<file path="src/rtl/dot8_result_gather.sv">
`default_nettype none
// ============================================================================
// Module   : dot8_result_gather
// Purpose  : Reassembles lane-serialized dot8 result chunks (sop..eop) into a
//            full-warp writeback and flags chunk framing errors.
// Revision : 1.0
// ============================================================================
module dot8_result_gather #(
  parameter int NUM_LANES     = 1,
  parameter int NUM_THREADS   = 4,
  parameter int XLEN          = 32,
  parameter int UUID_WIDTH    = 44,
  parameter int NW_WIDTH      = 2,
  parameter int PC_BITS       = 30,
  parameter int NUM_REGS_BITS = 5,
  localparam int PID_WIDTH    = ((NUM_THREADS / NUM_LANES) > 1) ?
                                $clog2(NUM_THREADS / NUM_LANES) : 1
) (
  input  logic                        clk,
  input  logic                        reset,

  input  logic                        in_valid,
  output logic                        in_ready,
  input  logic [NUM_LANES*XLEN-1:0]   in_data,
  input  logic [NUM_LANES-1:0]        in_tmask,
  input  logic [UUID_WIDTH-1:0]       in_uuid,
  input  logic [NW_WIDTH-1:0]         in_wid,
  input  logic [PC_BITS-1:0]          in_PC,
  input  logic                        in_wb,
  input  logic [NUM_REGS_BITS-1:0]    in_rd,
  input  logic [PID_WIDTH-1:0]        in_pid,
  input  logic                        in_sop,
  input  logic                        in_eop,

  output logic                        out_valid,
  input  logic                        out_ready,
  output logic [NUM_THREADS*XLEN-1:0] out_data,
  output logic [NUM_THREADS-1:0]      out_tmask,
  output logic [UUID_WIDTH-1:0]       out_uuid,
  output logic [NW_WIDTH-1:0]         out_wid,
  output logic [PC_BITS-1:0]          out_PC,
  output logic                        out_wb,
  output logic [NUM_REGS_BITS-1:0]    out_rd,

  output logic                        err_proto
);

  localparam int c_NUM_PIDS   = NUM_THREADS / NUM_LANES;
  localparam int c_CHUNK_BITS = NUM_LANES * XLEN;
  localparam logic [PID_WIDTH:0] c_PID_LIMIT = (PID_WIDTH + 1)'(c_NUM_PIDS);

  typedef enum logic [1:0] {
    S_IDLE    = 2'd0,
    S_COLLECT = 2'd1,
    S_FULL    = 2'd2
  } state_t;

  state_t                        r_state;
  logic                          r_out_valid;
  logic [NUM_THREADS*XLEN-1:0]   r_data;
  logic [NUM_THREADS-1:0]        r_tmask;
  logic [UUID_WIDTH-1:0]         r_uuid;
  logic [NW_WIDTH-1:0]           r_wid;
  logic [PC_BITS-1:0]            r_pc;
  logic                          r_wb;
  logic [NUM_REGS_BITS-1:0]      r_rd;
  logic                          r_err;

  logic                          w_in_ready;
  logic                          w_accept;
  logic                          w_fire;
  logic                          w_sop_start;
  logic                          w_chunk_wr;
  logic                          w_meta_mismatch;
  logic [NUM_THREADS*XLEN-1:0]   w_data_next;
  logic [NUM_THREADS-1:0]        w_tmask_next;

  // The output registers double as the assembly buffer; FULL may take a new
  // sop only when the held result leaves on the same edge.
  assign w_in_ready  = reset & ((r_state != S_FULL) | out_ready);
  assign w_accept    = in_valid & w_in_ready;
  assign w_fire      = r_out_valid & out_ready;
  assign w_sop_start = w_accept & in_sop;
  assign w_chunk_wr  = w_sop_start | (w_accept & ~in_sop & (r_state == S_COLLECT));

  assign w_meta_mismatch = (in_wid != r_wid) | (in_uuid != r_uuid);

  // A sop starts from a clean buffer so stale slots never leak into a short packet.
  always_comb begin
    w_data_next  = w_sop_start ? '0 : r_data;
    w_tmask_next = w_sop_start ? '0 : r_tmask;
    for (int p = 0; p < c_NUM_PIDS; p++) begin
      if (in_pid == PID_WIDTH'(p)) begin
        w_data_next[p*c_CHUNK_BITS +: c_CHUNK_BITS] = in_data;
        w_tmask_next[p*NUM_LANES +: NUM_LANES]      = in_tmask;
      end
    end
  end

  always_ff @(posedge clk or negedge reset) begin
    if (!reset) begin
      r_state     <= S_IDLE;
      r_out_valid <= 1'b0;
      r_data      <= '0;
      r_tmask     <= '0;
      r_uuid      <= '0;
      r_wid       <= '0;
      r_pc        <= '0;
      r_wb        <= 1'b0;
      r_rd        <= '0;
      r_err       <= 1'b0;
    end else begin
      if (w_chunk_wr) begin
        r_data  <= w_data_next;
        r_tmask <= w_tmask_next;
      end
      if (w_sop_start) begin
        r_uuid <= in_uuid;
        r_wid  <= in_wid;
        r_pc   <= in_PC;
        r_wb   <= in_wb;
        r_rd   <= in_rd;
      end

      case (r_state)
        S_IDLE: begin
          if (w_accept) begin
            if (in_sop) begin
              r_state     <= in_eop ? S_FULL : S_COLLECT;
              r_out_valid <= in_eop;
            end else begin
              r_err <= 1'b1;
            end
          end
        end

        S_COLLECT: begin
          if (w_accept) begin
            if (in_sop) begin
              r_err       <= 1'b1;
              r_state     <= in_eop ? S_FULL : S_COLLECT;
              r_out_valid <= in_eop;
            end else begin
              if (w_meta_mismatch) begin
                r_err <= 1'b1;
              end
              if (in_eop) begin
                r_state     <= S_FULL;
                r_out_valid <= 1'b1;
              end
            end
          end
        end

        S_FULL: begin
          if (w_fire) begin
            if (w_accept && in_sop) begin
              r_state     <= in_eop ? S_FULL : S_COLLECT;
              r_out_valid <= in_eop;
            end else begin
              r_state     <= S_IDLE;
              r_out_valid <= 1'b0;
              if (w_accept) begin
                r_err <= 1'b1;
              end
            end
          end
        end

        default: begin
          r_state     <= S_IDLE;
          r_out_valid <= 1'b0;
        end
      endcase
    end
  end

  assign in_ready  = w_in_ready;
  assign out_valid = r_out_valid;
  assign out_data  = r_data;
  assign out_tmask = r_tmask;
  assign out_uuid  = r_uuid;
  assign out_wid   = r_wid;
  assign out_PC    = r_pc;
  assign out_wb    = r_wb;
  assign out_rd    = r_rd;
  assign err_proto = r_err;

  // Upstream never produces a pid beyond the warp; catch it in simulation.
  a_pid_range : assert property (@(posedge clk) disable iff (!reset)
                                 w_accept |-> ({1'b0, in_pid} < c_PID_LIMIT));

endmodule
`default_nettype wire

</file>
<file path="config.mk">
export PLATFORM = sky130hd
export DESIGN_NAME = dot8_result_gather
export DESIGN_NICKNAME = d
export VERILOG_FILES = /design/src/rtl/dot8_result_gather.sv
export SDC_FILE = /design/constraint.sdc
export NUM_CORES = 1
export LEC_CHECK = 0
export ABC_AREA = 1
export BUFFER_PORTS_ARGS = -buffer_cell sky130_fd_sc_hd__buf_4
export CORE_ASPECT_RATIO = 1.4
export CORE_MARGIN = 5
export CORE_UTILIZATION = 49
export DETAILED_ROUTE_END_ITERATION = 12
export PLACE_DENSITY = 0.76
export REMOVE_ABC_BUFFERS = 1
export SYNTH_ARGS = -nofsm -noshare
export SYNTH_HDL_FRONTEND = slang
export SYNTH_SLANG_ARGS = --single-unit
</file>
<file path="constraint.sdc">
create_clock -name clk -period 2.21 [get_ports clk]
set_clock_uncertainty 0.1 [all_clocks]
set_input_delay 0.442 -clock clk [delete_from_list [all_inputs] [get_ports clk]]
set_output_delay 0.442 -clock clk [all_outputs]
set_load 0.005 [all_outputs]
</file>
* Yosys cells after proc, flatten, opt, wreduce, memory -nomap -nowiden
Index checks and enable logic that the tools add are counted.
** Word-level totals
- Flip-flop bits (word level) :: 218
- Logic and storage cells :: 93
- Output and inout bits :: 217
- Bits of input ports :: 123
** Cells by class
- Reduce and logical (&&, ||, !) cells :: 14
- Mux-type cells :: 36
- Equal/unequal tests :: 17
- Bitwise logic cells :: 10
** Operator list (number)
- 128-bit two-way mux :: 1
- 32-bit two-way mux :: 4
- 44-bit inequality test :: 1
- 1-bit two-way mux :: 19
- 2-bit two-way mux :: 8
- 2-bit inequality test, second input constant :: 8
- 2-bit AND reduction :: 4
- 8-bit AND reduction :: 1
- 2-bit nonzero test :: 4
- 1-bit AND :: 6
- 2-bit equality test, second input constant :: 3
- 3-bit inequality test, second input constant :: 2
- 1-bit case mux with 3 select lines :: 2
- 2-bit case mux with 3 select lines :: 1
- 5-bit AND reduction :: 1
- 2-bit by 1-bit equality test with 1-bit output, second input constant :: 2
- 2-bit zero test :: 2
- 4-bit two-way mux :: 1
- 1-bit OR :: 3
- 3-bit nonzero test :: 1
- 2-bit inequality test :: 1
- 1-bit logical AND :: 1
- 1-bit NOT :: 1

* Logic depth before layout (Yosys ltp)
- Depth after elaboration :: 8
- Gate-level depth with buffers :: 12
- Depth with buffers taken out :: 11

* Worst setup path after synthesis
No wires, ideal clock.
- Kind :: register to register
- Start :: register r_state[1]
- End :: register r_data[12], in the netlist out_data[12]
- Data required time :: 1.992 ns
- Data arrival time :: 1.486 ns
- Stages on the path, launching flop included :: 13
- Period minus slack after synthesis :: 1.704 ns
- Path slack :: 0.506 ns
- Path buffers :: 2
- Library setup time :: 0.118 ns
- Cells stage by stage :: dfrtp_1 > inv_2 > nor2_1 > nand2_1 > nand2_2 > nor2_4 > inv_2 > nor2_1 > inv_2 > buf_2 > clkbuf_1 > nand3_1 > nand2_1
** On the way
- Longest elaborated chain between the ends :: 8
- Elaborated cells on any way between the ends :: 11
- Classes of those cells :: 2 x eq/ne; 7 x bitwise; 2 x reduce/logical
** RTL lines
- start, declared :: RTL line 58 : state_t r_state;
- start signal, assigned :: RTL line 129 : r_state <= in_eop ? S_FULL : S_COLLECT;
- start signal, assigned :: RTL line 141 : r_state <= in_eop ? S_FULL : S_COLLECT;
- start signal, assigned :: RTL line 158 : r_state <= in_eop ? S_FULL : S_COLLECT;
- 2-bit inequality test :: RTL line 80 : assign w_in_ready = reset & ((r_state != S_FULL) | out_ready);
- 1-bit OR :: RTL line 80
- 1-bit AND :: RTL line 80
- 1-bit AND :: RTL line 81 : assign w_accept = in_valid & w_in_ready;
- 1-bit AND (2 in a row) :: RTL line 84 : assign w_chunk_wr = w_sop_start | (w_accept & ~in_sop & (r_state == S_COLLECT));
- 1-bit OR :: RTL line 84
- 2-bit AND reduction (no source line) *
- end signal, assigned :: RTL line 114 : r_data <= w_data_next;
- end, declared :: RTL line 60 : logic [NUM_THREADS*XLEN-1:0] r_data;
Mark *: on every way between the ends. The rest lies on a longest branch, timed or not.
A chain may end at the register's enable or synchronous reset.

* Worst setup path after layout
- Start :: input port reset
- End :: output port in_ready
** On the way
- Longest elaborated chain between the ends :: 1
** RTL lines
- start, declared :: RTL line 20 : input logic reset,
- 1-bit AND :: RTL line 80
- end, declared :: RTL line 23 : output logic in_ready,
No other way between the ends.

==> impl_metrics.csv <==
group,metric,value,unit
status,status,"finished clean",
drt,drt_iter0_markers,614,
setup_path,slowest_delay,600,ps
floorplan,core_area,18500,µm²
logic_synthesis,synth_seq_cells,217,
clock_network,clkSinkCount,217,
place,pre_cts_ws,139,ps
sta,setup_viol,0,
power_and_ir_drop,switching_power,3.47,mW
place,hpwl,19500,µm
sta,tns,0,ps
power_and_ir_drop,power_density,957,nW/µm²
sta,layout_setup_ws,174,ps
setup_path,crit_arrival,1490,ps
job,cap_violations,0,
sta,whs,61.3,ps
global_route,grt_overflow,0,
logic_synthesis,synth_top_family_by_area,"simple AND/OR/NAND/NOR gates",
power_and_ir_drop,seqPwrFrac,43.5,%
global_route,grt.total_usage,25.1,%
final_layout,final_common_cell,"nand2_1",
final_layout,fill_cells,1521,
floorplan,dieWidth,125,µm
clock_network,cts.htree.levels,1,
setup_path,crit_fanout,2,
clock_network,cts_tree,"built",
logic_synthesis,synth_compound_area_share,2.64,%
floorplan,dieHeight,172,µm
setup_path,critPathLaunchType,"input pin",
final_layout,n_antenna_cell,0,
power_and_ir_drop,power_frac_comb,24.8,%
floorplan,start_util,49.5,%
logic_synthesis,synthMuxAreaShare,0,%
power_and_ir_drop,peakVddDrop,622,µV
sta,slew_headroom,55.7,%
place,portBuffers,339,
sta,rsz0062_at_grt,"false",
logic_synthesis,yosys-top-cells-area,"dfrtp_1 (59%), nand2_1 (22%), nand3_1 (5.6%)",
clock_network,cts_made_buffers,21,
logic_synthesis,synth_warnings,0,
logic_synthesis,yosysUniqueCellTypes,22,
place,post-place-cells,1625,
logic_synthesis,ys_seq_area_share,59.4,%
drt,vias_per_cell,4.92,
power_and_ir_drop,p_int,8.71,mW
setup_path,required,1670,ps
sta,timing.final.crit_share,92.1,%
logic_synthesis,yosysTopAreaCell,"dfrtp_1",
final_layout,seqCellArea,5430,µm²
floorplan,dieArea,21500,µm²
setup_path,cp_num_buf_inv,4,
hold_path,holdCritPathClass,"in2reg",
clock_network,cts-root-buf,"clkbuf_16",
drt,ant_nets,0,
global_route,antenna_found_initial,0,
power_and_ir_drop,p_leak,7.08,nW
clock_network,clock_latency,480,ps
logic_synthesis,synthAdderAreaFrac,0,%
sta,finalHoldViolCount,0,
clock_network,cts.path.max_buffers,3,
floorplan,num_io_pins,340,
drt,drt_wl_total,27900,µm
logic_synthesis,synthSimpleGateAreaFrac,29.0,%
logic_synthesis,avgSynthCellArea,8.48,µm²
final_layout,drive_above_1_share,28.7,%
final_layout,multi_input_area,3230,µm²
sta,fin_crit,2040,ps
final_layout,syn2layout_area_growth,39.3,%
logic_synthesis,synth_top_area_share,59.4,%
sta,fmax,0.491,GHz
drt,firstDrtPassIters,6,
global_route,grt_pass1_wl,43800,µm
setup_path,crit_type,"in2out",
power_and_ir_drop,sw_frac_of_total,28.5,%
place,globalplace.congestion,0.821,
setup_path,crit_family,"buffers and inverters",
setup_path,crit_chain,"dlygate4sd3_1, buf_8, nand2_2, inv_1, buf_4",
logic_synthesis,synth_xor_area_share,3.55,%
drt,drt-wirelength-per-cell,16.8,µm
clock_network,clkTransAtPathRegs,60,ps
final_layout,fin_cells,1663,
sta,drv_slew,0,
global_route,grt_pass1_vias,8267,
logic_synthesis,postSynthCellCount,1078,
floorplan,rows,59,
setup_path,cpMaxStageDelayCell,"dlygate4sd3_1",
power_and_ir_drop,power_frac_clock,31.7,%
logic_synthesis,netlist_area,9140,µm²
global_route,grt_start_max_net_pins,126,
sta,tightest_slew,664,ps
drt,drc_errors,0,
final_layout,fin_nets,1528,
setup_path,critical_path.endpoint_type,"output pin",
drt,vias,8179,
final_layout,final_cell_mix,"nand2_1 (528), buf_4 (348), dfrtp_1 (217), nand3_1 (103), inv_1 (59)",
==> path summary, 6_finish.rpt <==
check,startpoint,to,slack (ps),cells after the start
min in group asynchronous,reset,out_uuid[13],540,3
hold / removal,in_PC[10],out_PC[10],60,3
setup / recovery,reset,in_ready,170,5
hold reg to reg,out_PC[12],out_PC[12],370,2
setup reg to reg,r_state[1],out_data[31],290,10
max in group asynchronous,reset,out_uuid[16],370,4
==> synthesized netlist by cell type <==
| cell | count |
|---|---|
| xor2_1 | 1 |
| or2_2 | 1 |
| nand2_1 | 528 |
| dfrtp_1 | 217 |
| nor3_4 | 2 |
| o21ai_2 | 1 |
| clkbuf_1 | 12 |
| buf_1 | 4 |
| nand3_1 | 103 |
| nor2_4 | 1 |
| a21oi_1 | 1 |
| xnor2_1 | 36 |
| o21ai_0 | 39 |
| nand4_2 | 1 |
| o21ai_1 | 5 |
| buf_2 | 37 |
| nor2_2 | 1 |
| nand2_2 | 2 |
| nor2_1 | 20 |
| inv_1 | 59 |
| inv_2 | 6 |
| o21a_1 | 1 |
==> state kept, by name (all words and copies together) (netlist names) <==
signal / flops
out_rd: 5
r_state: 2
err_proto: 1
out_uuid: 44
out_wb: 1
out_tmask: 4
out_PC: 30
out_data: 128
out_wid: 2
==> worst register-to-register path: cells and delay by family, from the launching register on <==
| kind | cells | cell delay (ps) |
|---|---|---|
| buf+inv | 2 | 500 |
| flops | 1 | 410 |
| simple gates | 8 | 850 |
==> through the flow <==
step                      util (%)  instance area, µm²  power [mW]
after floorplan                  -                8890        6.41
after global placement        64.8               12000        8.31
after detailed placement      64.8               12000        8.41
after CTS                     68.9               12700        12.3
after global routing          69.0               12700        12.9
final                         69.0               12700        12.2
==> cells by family (layout without fill, tap and decap cells) <==
group | after synthesis | in the layout
DFF | 217 | 217
xor gates and xnor gates | 37 | 37
buffers and inverters | 118 | 459
AOI/OAI and AO/OA | 47 | 47
and+or+nand+nor | 659 | 659
==> routing by layer <==
metal / track usage [%] / routed length (µm) / vias to the layer above
met5: 0 / 0 / -
met4: 8.02 / 898 / 0
met3: 7.92 / 2680 / 51
met2: 42.5 / 13600 / 341
met1: 31.0 / 10800 / 3831
li1: - / - / 3956
==> power groups by stage <==
| stage | combinational, mW | clock (mW) | sequential [mW] |
|---|---|---|---|
| finish | 3.02 | 3.86 | 5.30 |
| floorplan | 1.05 | 0 | 5.36 |
| CTS | 3.07 | 3.94 | 5.29 |
| global route | 3.37 | 4.11 | 5.40 |
| global placement | 2.99 | 0 | 5.33 |
| detailed placement | 3.06 | 0 | 5.35 |
==> area by class of cell <==
cell class	count	area share (%)
multi-input combinational	743	25.4
sequential	217	42.7
inverter	65	1.94
tap	244	2.40
timing repair buffer	357	21.8
clock inverter	10	1.26
clock buffer	27	4.62
==> what timing repair did <==
action	CTS	global route
hold endpoints to repair	92	0
hold buffers	1	0
setup buffers	0	0
endpoints found under the setup margin	0	7
resized for setup	0	1
(Power assumes the default switching activity.)
